==> config.mk <==
export PLATFORM = sky130hd
export DESIGN_NAME = stage_sequencer
export DESIGN_NICKNAME = d
export VERILOG_FILES = /design/src/rtl/ctrl_pkg.sv /design/src/rtl/branch_eval.sv /design/src/rtl/stage_sequencer.sv
export SDC_FILE = /design/constraint.sdc
export NUM_CORES = 1
export LEC_CHECK = 0
export BUFFER_PORTS_ARGS = -buffer_cell sky130_fd_sc_hd__buf_2
export CORE_MARGIN = 1
export CORE_UTILIZATION = 52
export CTS_CLUSTER_DIAMETER = 100
export DETAILED_ROUTE_END_ITERATION = 6
export PLACE_DENSITY_LB_ADDON = 0.12
export SKIP_CTS_REPAIR_TIMING = 1
export SLEW_MARGIN = 10
export SYNTH_ARGS = -nofsm -noshare
export SYNTH_HDL_FRONTEND = slang
export SYNTH_HIERARCHICAL = 1
export SYNTH_SLANG_ARGS = --single-unit
==> constraint.sdc <==
create_clock -name clk -period 2.4 [get_ports clk]
set_input_delay 0.24 -clock clk [delete_from_list [all_inputs] [get_ports clk]]
set_output_delay 0.24 -clock clk [all_outputs]
set_load 0.03 [all_outputs]
==> src/rtl/ctrl_pkg.sv <==
// Shared control encodings for the stage sequencer: FSM states, next-PC sources
// and opcode constants.
package ctrl_pkg;

  typedef enum logic [2:0] {
    FETCH     = 3'd0,
    DECODE    = 3'd1,
    EXECUTE   = 3'd2,
    MEMORY    = 3'd3,
    WRITEBACK = 3'd4
  } state_t;

  typedef enum logic [1:0] {
    PC_SEQ = 2'd0,
    PC_REL = 2'd1,
    PC_REG = 2'd2
  } pc_sel_t;

  localparam logic [4:0] OP_ADD  = 5'd1;
  localparam logic [4:0] OP_AND  = 5'd2;
  localparam logic [4:0] OP_MOV  = 5'd3;
  localparam logic [4:0] OP_LDW  = 5'd4;
  localparam logic [4:0] OP_STW  = 5'd5;
  localparam logic [4:0] OP_BR   = 5'd6;
  localparam logic [4:0] OP_JMP  = 5'd7;
  localparam logic [4:0] OP_JSRR = 5'd8;
  localparam logic [4:0] OP_JSR  = 5'd9;

  function automatic logic is_mem_op(input logic [4:0] op);
    return (op == OP_LDW) || (op == OP_STW);
  endfunction

  function automatic logic writes_reg(input logic [4:0] op);
    return (op == OP_ADD) || (op == OP_AND) || (op == OP_MOV) || (op == OP_LDW);
  endfunction

  function automatic logic writes_link(input logic [4:0] op);
    return (op == OP_JSR) || (op == OP_JSRR);
  endfunction

endpackage

==> src/rtl/branch_eval.sv <==
// Branch condition: taken when any condition-code bit selected by the mask is set.
module branch_eval
  import ctrl_pkg::*;
(
  input  logic [2:0] nzp,
  input  logic [2:0] cc,
  output logic       taken
);

  assign taken = |(nzp & cc);

endmodule

==> src/rtl/stage_sequencer.sv <==
// Multi-cycle instruction sequencer: FETCH/DECODE/EXECUTE/MEMORY/WRITEBACK with
// memory-timeout abort, run-enable freeze and retired-instruction counting.
module stage_sequencer
  import ctrl_pkg::*;
#(
  parameter int MEM_TIMEOUT = 15
) (
  input  logic        clk,
  input  logic        reset,
  input  logic        lock,
  input  logic [4:0]  opcode,
  input  logic [2:0]  nzp,
  input  logic [2:0]  cc,
  input  logic        mem_ack,
  output logic        fetch_en,
  output logic        ir_ld,
  output logic        decode_en,
  output logic        exec_en,
  output logic        mem_req,
  output logic        mem_we,
  output logic        reg_we,
  output logic        cc_we,
  output logic        link_we,
  output logic        pc_ld,
  output logic [1:0]  pc_sel,
  output logic [2:0]  state,
  output logic [31:0] retired,
  output logic        mem_err
);

  localparam int CNT_W = $clog2(MEM_TIMEOUT + 1);

  state_t             state_q, state_d;
  logic [CNT_W-1:0]   wait_q, wait_d;
  logic [4:0]         op_q;
  logic [2:0]         nzp_q;
  logic [31:0]        retired_q;
  logic               mem_err_q;
  logic               abort_q, abort_d;
  logic               err_set;
  logic               run;
  logic               taken;

  assign run = lock & ~reset;

  branch_eval u_branch_eval (
    .nzp   (nzp_q),
    .cc    (cc),
    .taken (taken)
  );

  always_ff @(posedge clk) begin
    if (reset) begin
      state_q   <= FETCH;
      wait_q    <= '0;
      op_q      <= '0;
      nzp_q     <= '0;
      retired_q <= '0;
      mem_err_q <= 1'b0;
      abort_q   <= 1'b0;
    end else if (lock) begin
      state_q <= state_d;
      wait_q  <= wait_d;
      abort_q <= abort_d;
      if (err_set)
        mem_err_q <= 1'b1;
      if (state_q == DECODE) begin
        op_q  <= opcode;
        nzp_q <= nzp;
      end
      if (state_q == WRITEBACK)
        retired_q <= retired_q + 32'd1;
    end
  end

  // abort_q marks a timed-out access so only that instruction skips its register write
  always_comb begin
    state_d = FETCH;
    wait_d  = wait_q;
    abort_d = abort_q;
    err_set = 1'b0;
    case (state_q)
      FETCH: begin
        state_d = DECODE;
        wait_d  = '0;
        abort_d = 1'b0;
      end
      DECODE:  state_d = EXECUTE;
      EXECUTE: state_d = is_mem_op(op_q) ? MEMORY : WRITEBACK;
      MEMORY: begin
        state_d = MEMORY;
        if (mem_ack) begin
          state_d = WRITEBACK;
          wait_d  = '0;
        end else if (wait_q == CNT_W'(MEM_TIMEOUT - 1)) begin
          state_d = WRITEBACK;
          wait_d  = '0;
          abort_d = 1'b1;
          err_set = 1'b1;
        end else begin
          wait_d = wait_q + 1'b1;
        end
      end
      WRITEBACK: state_d = FETCH;
      default:   state_d = FETCH;
    endcase
  end

  always_comb begin
    fetch_en  = 1'b0;
    ir_ld     = 1'b0;
    decode_en = 1'b0;
    exec_en   = 1'b0;
    mem_req   = 1'b0;
    mem_we    = 1'b0;
    reg_we    = 1'b0;
    cc_we     = 1'b0;
    link_we   = 1'b0;
    pc_ld     = 1'b0;
    pc_sel    = PC_SEQ;
    if (run) begin
      case (state_q)
        FETCH: begin
          fetch_en = 1'b1;
          ir_ld    = 1'b1;
        end
        DECODE:  decode_en = 1'b1;
        EXECUTE: exec_en   = 1'b1;
        MEMORY: begin
          mem_req = 1'b1;
          mem_we  = (op_q == OP_STW);
        end
        WRITEBACK: begin
          pc_ld   = 1'b1;
          reg_we  = writes_reg(op_q) & ~abort_q;
          cc_we   = writes_reg(op_q) & ~abort_q;
          link_we = writes_link(op_q);
          if ((op_q == OP_JSR) || ((op_q == OP_BR) && taken))
            pc_sel = PC_REL;
          else if ((op_q == OP_JMP) || (op_q == OP_JSRR))
            pc_sel = PC_REG;
        end
        default: ;
      endcase
    end
  end

  assign state   = state_q;
  assign retired = retired_q;
  assign mem_err = mem_err_q;

endmodule

Word level (Yosys, flattened, before mapping)
Index checks and enable logic that the tools add are counted.

$add $sub $neg: 2. Equality and inequality tests: 16. Mux-type cells: 33. Bitwise logic cells: 5. Reduce and logical (&&, ||, !) cells: 16.

Operator list (count): $add A32 B1 Y32 const B (1); $mux W1 (21); $eq A5 B3 Y1 const B (4); $pmux W3 S4 (1); $eq A5 B2 Y1 const B (2); $eq A5 B4 Y1 const B (2); $mux W3 (3); $mux W2 (4); $mux W4 (2); $pmux W4 S2 (1); $reduce_and A2 Y1 (4); $logic_or A1 B1 Y1 (7); $eq A3 B2 Y1 const B (2); $eq A5 B1 Y1 const B (1); $add A4 B1 Y4 const B (1); $eq A4 B4 Y1 const B (1); $ne A2 B2 Y1 const B (2); $reduce_and A4 Y1 (1); $and A3 B3 Y3 (1); $eq A3 B1 Y1 const B (1); $eq A3 B3 Y1 const B (1); $logic_not A3 Y1 (1); $reduce_or A3 Y1 (1); $and A1 B1 Y1 (2); other kinds (4) (5).

Register bits: 49. Input port bits: 15. Output and inout port bits: 48. Word-level logic and storage cells: 79.

Depth between registers and ports, before layout
Gate-level depths: netlist of the first run.

Word-level depth: 7. Mapped depth: 7. Gate-level depth less buffers: 6.

Cells and area by module
Netlist of the first run, hierarchy kept.

Modules (own cells, without submodules): stage_sequencer (instances 1, cells an instance 299, area an instance 2413.6 um^2, seq. area each 980.9 um^2); branch_eval (instances 1, cells an instance 2, area an instance 13.8 um^2, seq. area each 0.0 um^2).

Least setup slack after synthesis of the first run
No wires, ideal clock.

Kind: reg-to-output. Start: reg state_q[1] (netlist: state[1]). End: out reg_we. Arrival time: 2.536 ns. Required time: 2.160 ns. Setup slack: -0.376 ns. Cell stages (with the launch flop): 6. Path buffers: 2. Path through: dfxtp_1 > buf_6 > nand4bb_4 > or3_1 > nor4_1 > buf_4.

Cells in the longest elaborated chain, start to end: 3.

Ends and longest elaborated chain: start: declaration (line stage_sequencer.sv:33) `state_t state_q, state_d;`; start signal: assignment (line stage_sequencer.sv:62) `state_q <= state_d;`; $eq A3 B3 Y1; $mux W1 (2 in a row); end: declaration (line stage_sequencer.sv:21) `output logic reg_we,`.

Every way passes these cells.

Worst setup path in the final report of the first run
Start: reg state_q[2] (netlist: state[2]). End: out cc_we.

Cells in the longest elaborated chain, start to end: 3.

Ends and longest elaborated chain: $eq A3 B3 Y1 (line stage_sequencer.sv:122) `case (state_q)`; $mux W1 (line stage_sequencer.sv:122); $mux W1 (line stage_sequencer.sv:121) `if (run) begin`; end: declaration (line stage_sequencer.sv:22) `output logic cc_we,`.

Every way passes these cells.

==> impl_metrics.json, run 1 <==
{
  "synth-seq-cells": 49,
  "final_nets": 374,
  "fin_setup_tns_ns": 0,
  "synth-simple-area-share_pct": 29.9,
  "drv_cap": 0,
  "core_region_area_um2": 4410,
  "clk_latency_ns": 0.30,
  "die_h_um": 70.3,
  "synthMuxAreaShare_pct": 0.928,
  "syn-instance-count": 301,
  "crit_type": "reg2out",
  "via_per_inst": 5.83,
  "fin_cells": 409,
  "peakVddDrop_mv": 0.417,
  "p_seq_share_pct": 56.9,
  "internal-power_mw": 1.10,
  "grt_pass1_vias": 2082,
  "antenna_cells": 0,
  "post-route-period-util_pct": 88.3,
  "dr.pass1.iters": 4,
  "finalPower_mw": 1.47,
  "fill_cells": 396,
  "wire_per_inst_um": 12.9,
  "yosys.area_share.adder_pct": 1.55,
  "grt_max_degree": 54,
  "critPathLaunchType": "register",
  "area_growth_pct": 17.7,
  "switchingPower_mw": 0.365,
  "switching_share_pct": 24.9,
  "clk_root_buffer_cell": "clkbuf_8",
  "end_kind": "primary output",
  "placedCellCount": 401,
  "syn_nets": 319,
  "finalMaxSlewViolations": 0,
  "drtIter0Drc": 134,
  "pwr-share-comb_pct": 8.2,
  "hpwl_um": 3590,
  "num_vias": 2385,
  "status": "finished clean",
  "skew_ns": 0.00817,
  "utilization_pct": 64.7,
  "syn_avg_cell_area_um2": 8.06,
  "remaining_drc_errors": 0,
  "port_buffers": 62,
  "grt_pass1_wl_um": 9110,
  "antenna_found_initial": 0,
  "synth-xor-area-share_pct": 5.41,
  "h-tree-depth": 2,
  "p_leak_nw": 1.09,
  "critPathArrivalTime_ns": 1.88,
  "totalWireLength_um": 5260,
  "row_count": 24,
  "synth-compound-area-share_pct": 15.8,
  "ys_top_cells_by_area": "dfxtp_1, a21oi_1, nor2_1, nand2_1, xnor2_1",
  "synth_cell_types": 38,
  "slew_headroom_pct": 51.0,
  "track_usage_pct": 22.4,
  "fmax_mhz": 472,
  "synth-seq-area-share_pct": 40.4,
  "drive_gt1_share_pct": 23.8,
  "period_needed_ns": 2.12,
  "place_ws_ns": 0.299,
  "io_pins": 63,
  "grt.overflow.total": 0,
  "synth_warnings": 6,
  "clkPwrFrac_pct": 34.9,
  "hold_class": "in2reg",
  "worst_slew_pin_slew_ns": 0.725,
  "die_w_um": 70.3,
  "setup_viol": 0,
  "rsz0062_at_grt": "false",
  "cts_buffers": 5,
  "synth_top_area_share_pct": 40.4,
  "die-area_um2": 4940,
  "clock_sinks": 49,
  "cts_tree": "built",
  "synth_area_leader_cell": "dfxtp_1",
  "hold_viol_final": 0,
  "cts.path.max_buffers": 2,
  "setup_slack_ns": 0.282,
  "clk_pin_slew_ns": 0.09,
  "power_density_nw_per_um2": 514,
  "postRouteAntennaNets": 0,
  "synth_top_family_by_area": "simple AND/OR/NAND/NOR gates",
  "start_util_pct": 55.0,
  "crit_path_max_fanout": 8,
  "syn_area_um2": 2430,
  "worstPathRequired_ns": 2.16,
  "place.gp.congestion": 0.851
}
==> final cells by class <==
class / count / area (um2) / area share [%]
timing repair buffer: 70 / 370 / 13.0
tap: 52 / 65.1 / 2.28
sequential: 49 / 981 / 34.3
multi-input combinational: 220 / 1310 / 45.8
inverter: 10 / 37.5 / 1.31
clock inverter: 2 / 13.8 / 0.482
clock buffer: 6 / 82.6 / 2.89
==> through the flow <==
stage          hold slack, ns  instance area [um2]
5_1_grt                 0.163                 2860
4_1_cts                 0.160                 2860
3_3_place_gp            0.445                 2760
2_1_floorplan           0.376                 2430
3_5_place_dp            0.451                 2760
6_report                0.165                 2860
==> registers in the layout, indices dropped and copies added (netlist names) <==
| register | flops |
|---|---|
| retired | 32 |
| op_q | 5 |
| wait_q | 4 |
| nzp_q | 3 |
| state | 3 |
| abort_q | 1 |
| mem_err | 1 |
==> critical path, cell delays in order (launching register included) <==
cell and delay [ns]:
dfxtp_1 0.50, nand4bb_4 0.15, or3_1 0.41, nor4_2 0.27, buf_2 0.24
==> per-layer routing <==
layer | part of all wire, % | up-vias | global-route usage (%)
met3 | 4.7 | 10 | 3.90
met5 | 0 | - | 0
met2 | 48 | 74 | 36.2
li1 | - | 1195 | -
met4 | 1.4 | 0 | 8.00
met1 | 46 | 1106 | 29.7
==> path summary, 6_finish.rpt <==
| path | start | to | slack (ns) | depth (start not counted) |
|---|---|---|---|---|
| max | state[2] | cc_we | 0.28 | 4 |
| min | opcode[3] | op_q[3] | 0.17 | 3 |
| max reg2reg | state[2] | retired[31] | 0.30 | 4 |
| min reg2reg | nzp_q[1] | nzp_q[1] | 0.46 | 2 |
==> layout by cell type (no fill, tap or decap), types with 12 or more instances in the layout <==
master,n
o31ai_1,12
nand3_1,14
or4_1,12
nor2_1,31
dfxtp_1,49
xnor2_1,12
a21oi_1,33
buf_2,62
nand2_1,29
==> power groups by stage <==
stage          Sequential (mW)  Combinational (mW)  Clock, mW
4_1_cts                  0.835               0.120      0.521
3_5_place_dp             0.855               0.120          0
2_1_floorplan            0.858              0.0854          0
3_3_place_gp             0.854               0.119          0
5_1_grt                  0.838               0.135      0.553
6_report                 0.835               0.120      0.512
==> cell usage after synthesis <==
cell type  instances
a211oi_1           3
a21oi_1           33
a221oi_1           1
a222oi_1           1
a2bb2oi_1          1
a31o_2             1
a31oi_1            3
and3_1             3
and4_1             4
buf_2              2
buf_4              2
buf_6              2
clkbuf_1          16
dfxtp_1           49
ha_1               3
inv_1             10
mux2_2             2
nand2_1           29
nand2b_1           1
nand3_1           14
nand3b_1           1
nand4_1            9
nand4b_1           1
nand4bb_4          1
nor2_1            31
nor2b_1            2
nor3_1             7
nor4_1             6
nor4b_1            1
nor4bb_1           1
o21ai_0           10
o31ai_1           12
or2_2              1
or3_1             10
or3b_2             1
or4_1             12
xnor2_1           12
xor2_1             3
==> cell families (layout without fill, tap and decap cells) <==
group | Yosys count | in the layout
muxes | 2 | 2
and+or+nand+nor | 135 | 135
AOI/OAI and AO/OA | 65 | 65
xor gates and xnor gates | 15 | 15
DFF | 49 | 49
adders and majority gates | 3 | 3
buffers and inverters | 32 | 88
Note: power is estimated with default switching activity, not from simulation.
==> inputs of run 2 (changes only) <==
--- a/config.mk
+++ b/config.mk
@@ -8,9 +8,11 @@
 export BUFFER_PORTS_ARGS = -buffer_cell sky130_fd_sc_hd__buf_2
 export CORE_MARGIN = 1
 export CORE_UTILIZATION = 52
-export CTS_CLUSTER_DIAMETER = 100
+export CTS_CLUSTER_DIAMETER = 120
 export DETAILED_ROUTE_END_ITERATION = 6
+export GPL_ROUTABILITY_DRIVEN = 0
 export PLACE_DENSITY_LB_ADDON = 0.12
+export SETUP_SLACK_MARGIN = 0.3
 export SKIP_CTS_REPAIR_TIMING = 1
 export SLEW_MARGIN = 10
 export SYNTH_ARGS = -nofsm -noshare
==> run 2 against run 1 <==
Against the previous run: count of clock-buffer cells in the layout grew 1; setup slack improved by 0.061 ns; first-iteration DRC count decreased by 2.2%; critical path depth up 1.
==> impl_metrics.json, run 2 (synthesized netlist as in run 1, its figures left out) <==
{
  "clk_root_buffer_cell": "clkbuf_8",
  "placedCellCount": 397,
  "track_usage_pct": 21.4,
  "via_per_inst": 5.66,
  "setup_slack_ns": 0.343,
  "crit_type": "reg2out",
  "cp_slowest_cell": "dfxtp_4",
  "power_density_nw_per_um2": 535,
  "critPathLaunchType": "register",
  "clk_pin_slew_ns": 0.08,
  "remaining_drc_errors": 0,
  "fin_area_um2": 2940,
  "mostFrequentLayoutCell": "buf_2",
  "worstPathRequired_ns": 2.16,
  "clock_sinks": 49,
  "grt.overflow.total": 0,
  "wire_per_inst_um": 12.9,
  "drv_cap": 0,
  "largest_register_ffs": 32,
  "switching_share_pct": 23.0,
  "cts.path.max_buffers": 2,
  "antenna_found_initial": 0,
  "dr.pass1.iters": 5,
  "rsz0062_at_grt": "false",
  "cts_buffers": 5,
  "hold_viol_final": 0,
  "internal-power_mw": 1.21,
  "path_buf_inv": 2,
  "path_delay_family": "simple AND/OR/NAND/NOR gates",
  "utilization_pct": 66.6,
  "hold_slack_ns": 0.174,
  "num_vias": 2321,
  "hpwl_um": 3480,
  "status": "finished clean",
  "cts_tree": "built",
  "io_pins": 63,
  "final_cell_mix": "buf_2, dfxtp_1, a21oi_1",
  "clkPwrFrac_pct": 39.0,
  "antenna_cells": 0,
  "pwr-share-comb_pct": 7.8,
  "finalMaxSlewViolations": 0,
  "slew_headroom_pct": 55.9,
  "fill_cells": 381,
  "row_count": 24,
  "die-area_um2": 4940,
  "post-route-period-util_pct": 85.7,
  "grt_pass1_wl_um": 8690,
  "crit_chain": "nand4bb_4 -> buf_8 -> or3_4 -> nor4_4 -> buf_4",
  "end_kind": "primary output",
  "totalWireLength_um": 5270,
  "worst_slew_pin_slew_ns": 0.652,
  "fmax_mhz": 486,
  "postRouteAntennaNets": 0,
  "crit_path_max_fanout": 7,
  "drtIter0Drc": 131,
  "hold_class": "in2reg",
  "skew_ns": 0.00787,
  "area_growth_pct": 21.1,
  "setup_viol": 0,
  "die_h_um": 70.3,
  "switchingPower_mw": 0.362,
  "slowest_delay_ns": 0.36,
  "fin_setup_tns_ns": 0,
  "period_needed_ns": 2.06,
  "final_nets": 375,
  "port_buffers": 62,
  "post_dp_cell_area_um2": 2750,
  "grt_pass1_vias": 1963,
  "p_leak_nw": 1.11,
  "peakVddDrop_mv": 0.319,
  "critPathArrivalTime_ns": 1.82,
  "die_w_um": 70.3,
  "drive_gt1_share_pct": 26.3,
  "place_ws_ns": 0.278,
  "finalPower_mw": 1.57,
  "core_region_area_um2": 4410,
  "h-tree-depth": 2,
  "start_util_pct": 55.0,
  "clk_latency_ns": 0.30,
  "grt_max_degree": 54,
  "fin_cells": 410,
  "p_seq_share_pct": 53.2
}
-- run 2: cell count changes in the layout (fill, tap and decap cells not counted), moves of 2 or more --
cell	delta
dfxtp_2	+3
or3_1	-3
buf_4	+2
buf_2	-2
or3_4	+3
dfxtp_1	-4
-- run 2: final cells by class --
type / instances / area, um2 / share of cell area, %
Multi-Input combinational cell: 220 / 1340 / 45.7
Tap cell: 52 / 65.1 / 2.21
Timing Repair Buffer: 71 / 390 / 13.3
Sequential cell: 49 / 988 / 33.6
Inverter: 10 / 37.5 / 1.28
Clock buffer: 7 / 86.3 / 2.94
Clock inverter: 1 / 30.0 / 1.02
-- run 2: metal layers --
layer  wire length (um)  up-vias  share of wire [%]  GRT usage (%)
met5                  0        -                  0              0
met4                 57        0                1.1           8.00
met3                252        7                4.8           5.05
met2               2480       69                 47           34.2
met1               2480     1044                 47           28.0
li1                   -     1201                  -              -
-- run 2: final timing paths --
path	from	to	slack, ns	cells past startpoint
max reg2reg	retired[4]	retired[31]	0.44	4
min reg2reg	nzp_q[0]	nzp_q[0]	0.46	2
min	opcode[4]	op_q[4]	0.17	3
max	state[1]	reg_we	0.34	5
-- run 2: tightest hold or removal path, cell delays in order --
cell	delay, ns
buf_2	0.09
nand2_1	0.04
a21oi_1	0.05
-- run 2: power by group through the flow --
stage / clock network (mW) / registers (mW) / logic (mW)
6_report: 0.614 / 0.836 / 0.122
5_1_grt: 0.656 / 0.839 / 0.135
2_1_floorplan: 0 / 0.858 / 0.0870
3_5_place_dp: 0 / 0.857 / 0.118
3_3_place_gp: 0 / 0.856 / 0.118
4_1_cts: 0.625 / 0.838 / 0.119
==> inputs of run 3 (changes only) <==
--- a/config.mk
+++ b/config.mk
@@ -6,8 +6,9 @@
 export NUM_CORES = 1
 export LEC_CHECK = 0
 export BUFFER_PORTS_ARGS = -buffer_cell sky130_fd_sc_hd__buf_2
+export CORE_ASPECT_RATIO = 1.2
 export CORE_MARGIN = 1
-export CORE_UTILIZATION = 52
+export CORE_UTILIZATION = 56
 export CTS_CLUSTER_DIAMETER = 120
 export DETAILED_ROUTE_END_ITERATION = 6
 export GPL_ROUTABILITY_DRIVEN = 0
==> constraint.sdc (replaced) <==
create_clock -name clk -period 2.7 [get_ports clk]
set_input_delay 0.27 -clock clk [delete_from_list [all_inputs] [get_ports clk]]
set_output_delay 0.27 -clock clk [all_outputs]
set_load 0.03 [all_outputs]
==> run 3 against run 2 <==
Against the previous run: power fell by 7.0%; cell count fell by 0.98%; critical path type is now reg2reg; flip-flop and latch count did not move; largest power group unchanged; clock power barely moved; final area fell by 2.3%; core utilization rose by 4.6 points.
==> impl_metrics.json, run 3 (synthesized netlist as in run 1, its figures left out) <==
{
  "die-area_um2": 4600,
  "whs_endpoint": "op_q[3]",
  "worst_slew_pin_slew_ns": 0.679,
  "clk_root_buffer_cell": "clkbuf_8",
  "internal-power_mw": 1.14,
  "grt_pass1_vias": 1898,
  "crit_start": "state[1]",
  "placedCellCount": 398,
  "crit_path_max_fanout": 19,
  "final_nets": 369,
  "clock_sinks": 49,
  "crit-reg2reg-launch": "state[1]",
  "post_dp_cell_area_um2": 2740,
  "critPathLaunchType": "register",
  "grt_pass1_wl_um": 8470,
  "finalMaxSlewViolations": 0,
  "clk_latency_ns": 0.30,
  "dr.pass1.iters": 4,
  "antenna_found_initial": 0,
  "setup_viol": 0,
  "hpwl_um": 3630,
  "slew_headroom_pct": 54.1,
  "core_region_area_um2": 4040,
  "via_per_inst": 5.76,
  "post-route-period-util_pct": 82.8,
  "drtIter0Drc": 185,
  "hold_viol_final": 0,
  "postRouteAntennaNets": 0,
  "holdPathStages": 3,
  "ff2ff_path_depth": 4,
  "cts_buffers": 5,
  "rsz0062_at_grt": "false",
  "antenna_cells": 0,
  "pwr-share-comb_pct": 7.2,
  "remaining_drc_errors": 0,
  "drive_gt1_share_pct": 23.0,
  "crit_type": "reg2reg",
  "clkPwrFrac_pct": 41.8,
  "utilization_pct": 71.2,
  "fin_cells": 406,
  "period_needed_ns": 2.24,
  "cts_tree": "built",
  "hp-start": "opcode[3]",
  "clk_pin_slew_ns": 0.09,
  "fmax_mhz": 447,
  "switchingPower_mw": 0.322,
  "die_w_um": 62.1,
  "cts.path.max_buffers": 2,
  "grt_max_degree": 30,
  "switching_share_pct": 22.0,
  "peakVddDrop_mv": 0.314,
  "critPathArrivalTime_ns": 2.44,
  "end_kind": "register",
  "drv_cap": 0,
  "wire_per_inst_um": 12.7,
  "fin_setup_tns_ns": 0,
  "h-tree-depth": 2,
  "p_seq_share_pct": 51.0,
  "row_count": 25,
  "mostFrequentLayoutCell": "buf_2",
  "io_pins": 63,
  "port_buffers": 62,
  "worstPathRequired_ns": 2.90,
  "skew_ns": 0.00947,
  "hold_class": "in2reg",
  "grt.overflow.total": 0,
  "num_vias": 2337,
  "die_h_um": 74.1,
  "power_density_nw_per_um2": 509,
  "timing.rr.end": "retired[31]",
  "largest_register_ffs": 32,
  "track_usage_pct": 22.4,
  "status": "finished clean",
  "area_growth_pct": 18.4,
  "totalWireLength_um": 5140,
  "p_leak_nw": 1.09,
  "start_util_pct": 60.2,
  "fin_area_um2": 2870,
  "reg2reg_slack_ns": 0.46,
  "final_cell_mix": "buf_2, dfxtp_1, a21oi_1"
}
==> run 3: changes by cell type in the layout (fill, tap and decap cells not counted), moves of 2 or more <==
cell	before	now
buf_2	60	62
dfxtp_1	45	49
or3_4	3	1
or3_1	7	9
dfxtp_2	3	0
buf_4	10	3
==> run 3: worst max path at each step <==
stage                  end  cells past startpoint
2_1_floorplan        ir_ld                      5
3_3_place_gp   retired[31]                      4
3_5_place_dp   retired[31]                      4
4_1_cts             reg_we                      4
5_1_grt        retired[31]                      4
6_report       retired[31]                      4
==> run 3: power groups by stage <==
stage                     sequential, mW  combinational [mW]  clock (mW)
after floorplan                    0.763              0.0765           0
after detailed placement           0.762               0.105           0
after global routing               0.747               0.116       0.654
after global placement             0.761               0.103           0
final                              0.745               0.105       0.612
after CTS                          0.745               0.105       0.623
==> run 3: cell type report <==
cell class | instances | area [um2]
clock buffer | 5 | 68.8
clock inverter | 3 | 65.1
fill | 328 | 1160
inverter | 10 | 37.5
multi-input combinational | 220 | 1320
sequential | 49 | 981
tap | 54 | 67.6
timing repair buffer | 65 | 333
==> run 3: critical path, cell delays in order (launching register included) <==
cell and delay [ns]:
dfxtp_1 0.40, nand4bb_4 0.36, or3_1 0.65, nor4_1 0.36
mux2_2 0.36
==> run 3: metrics by stage <==
step	hold slack (ns)	total power [mW]	setup slack [ns]
6_report	0.196	1.46	0.463
5_1_grt	0.199	1.52	0.334
4_1_cts	0.195	1.47	0.386
3_5_place_dp	0.450	0.867	0.461
3_3_place_gp	0.444	0.865	0.522
2_1_floorplan	0.406	0.840	0.407
==> run 3: per-layer routing <==
metal  up-vias  GRT usage (%)  share of wire [%]
li1       1180              -                  -
met1      1103           29.9                 48
met2        50           38.0                 47
met3         4           4.14                4.0
met4         0           5.43               0.78
met5         -              0                  0
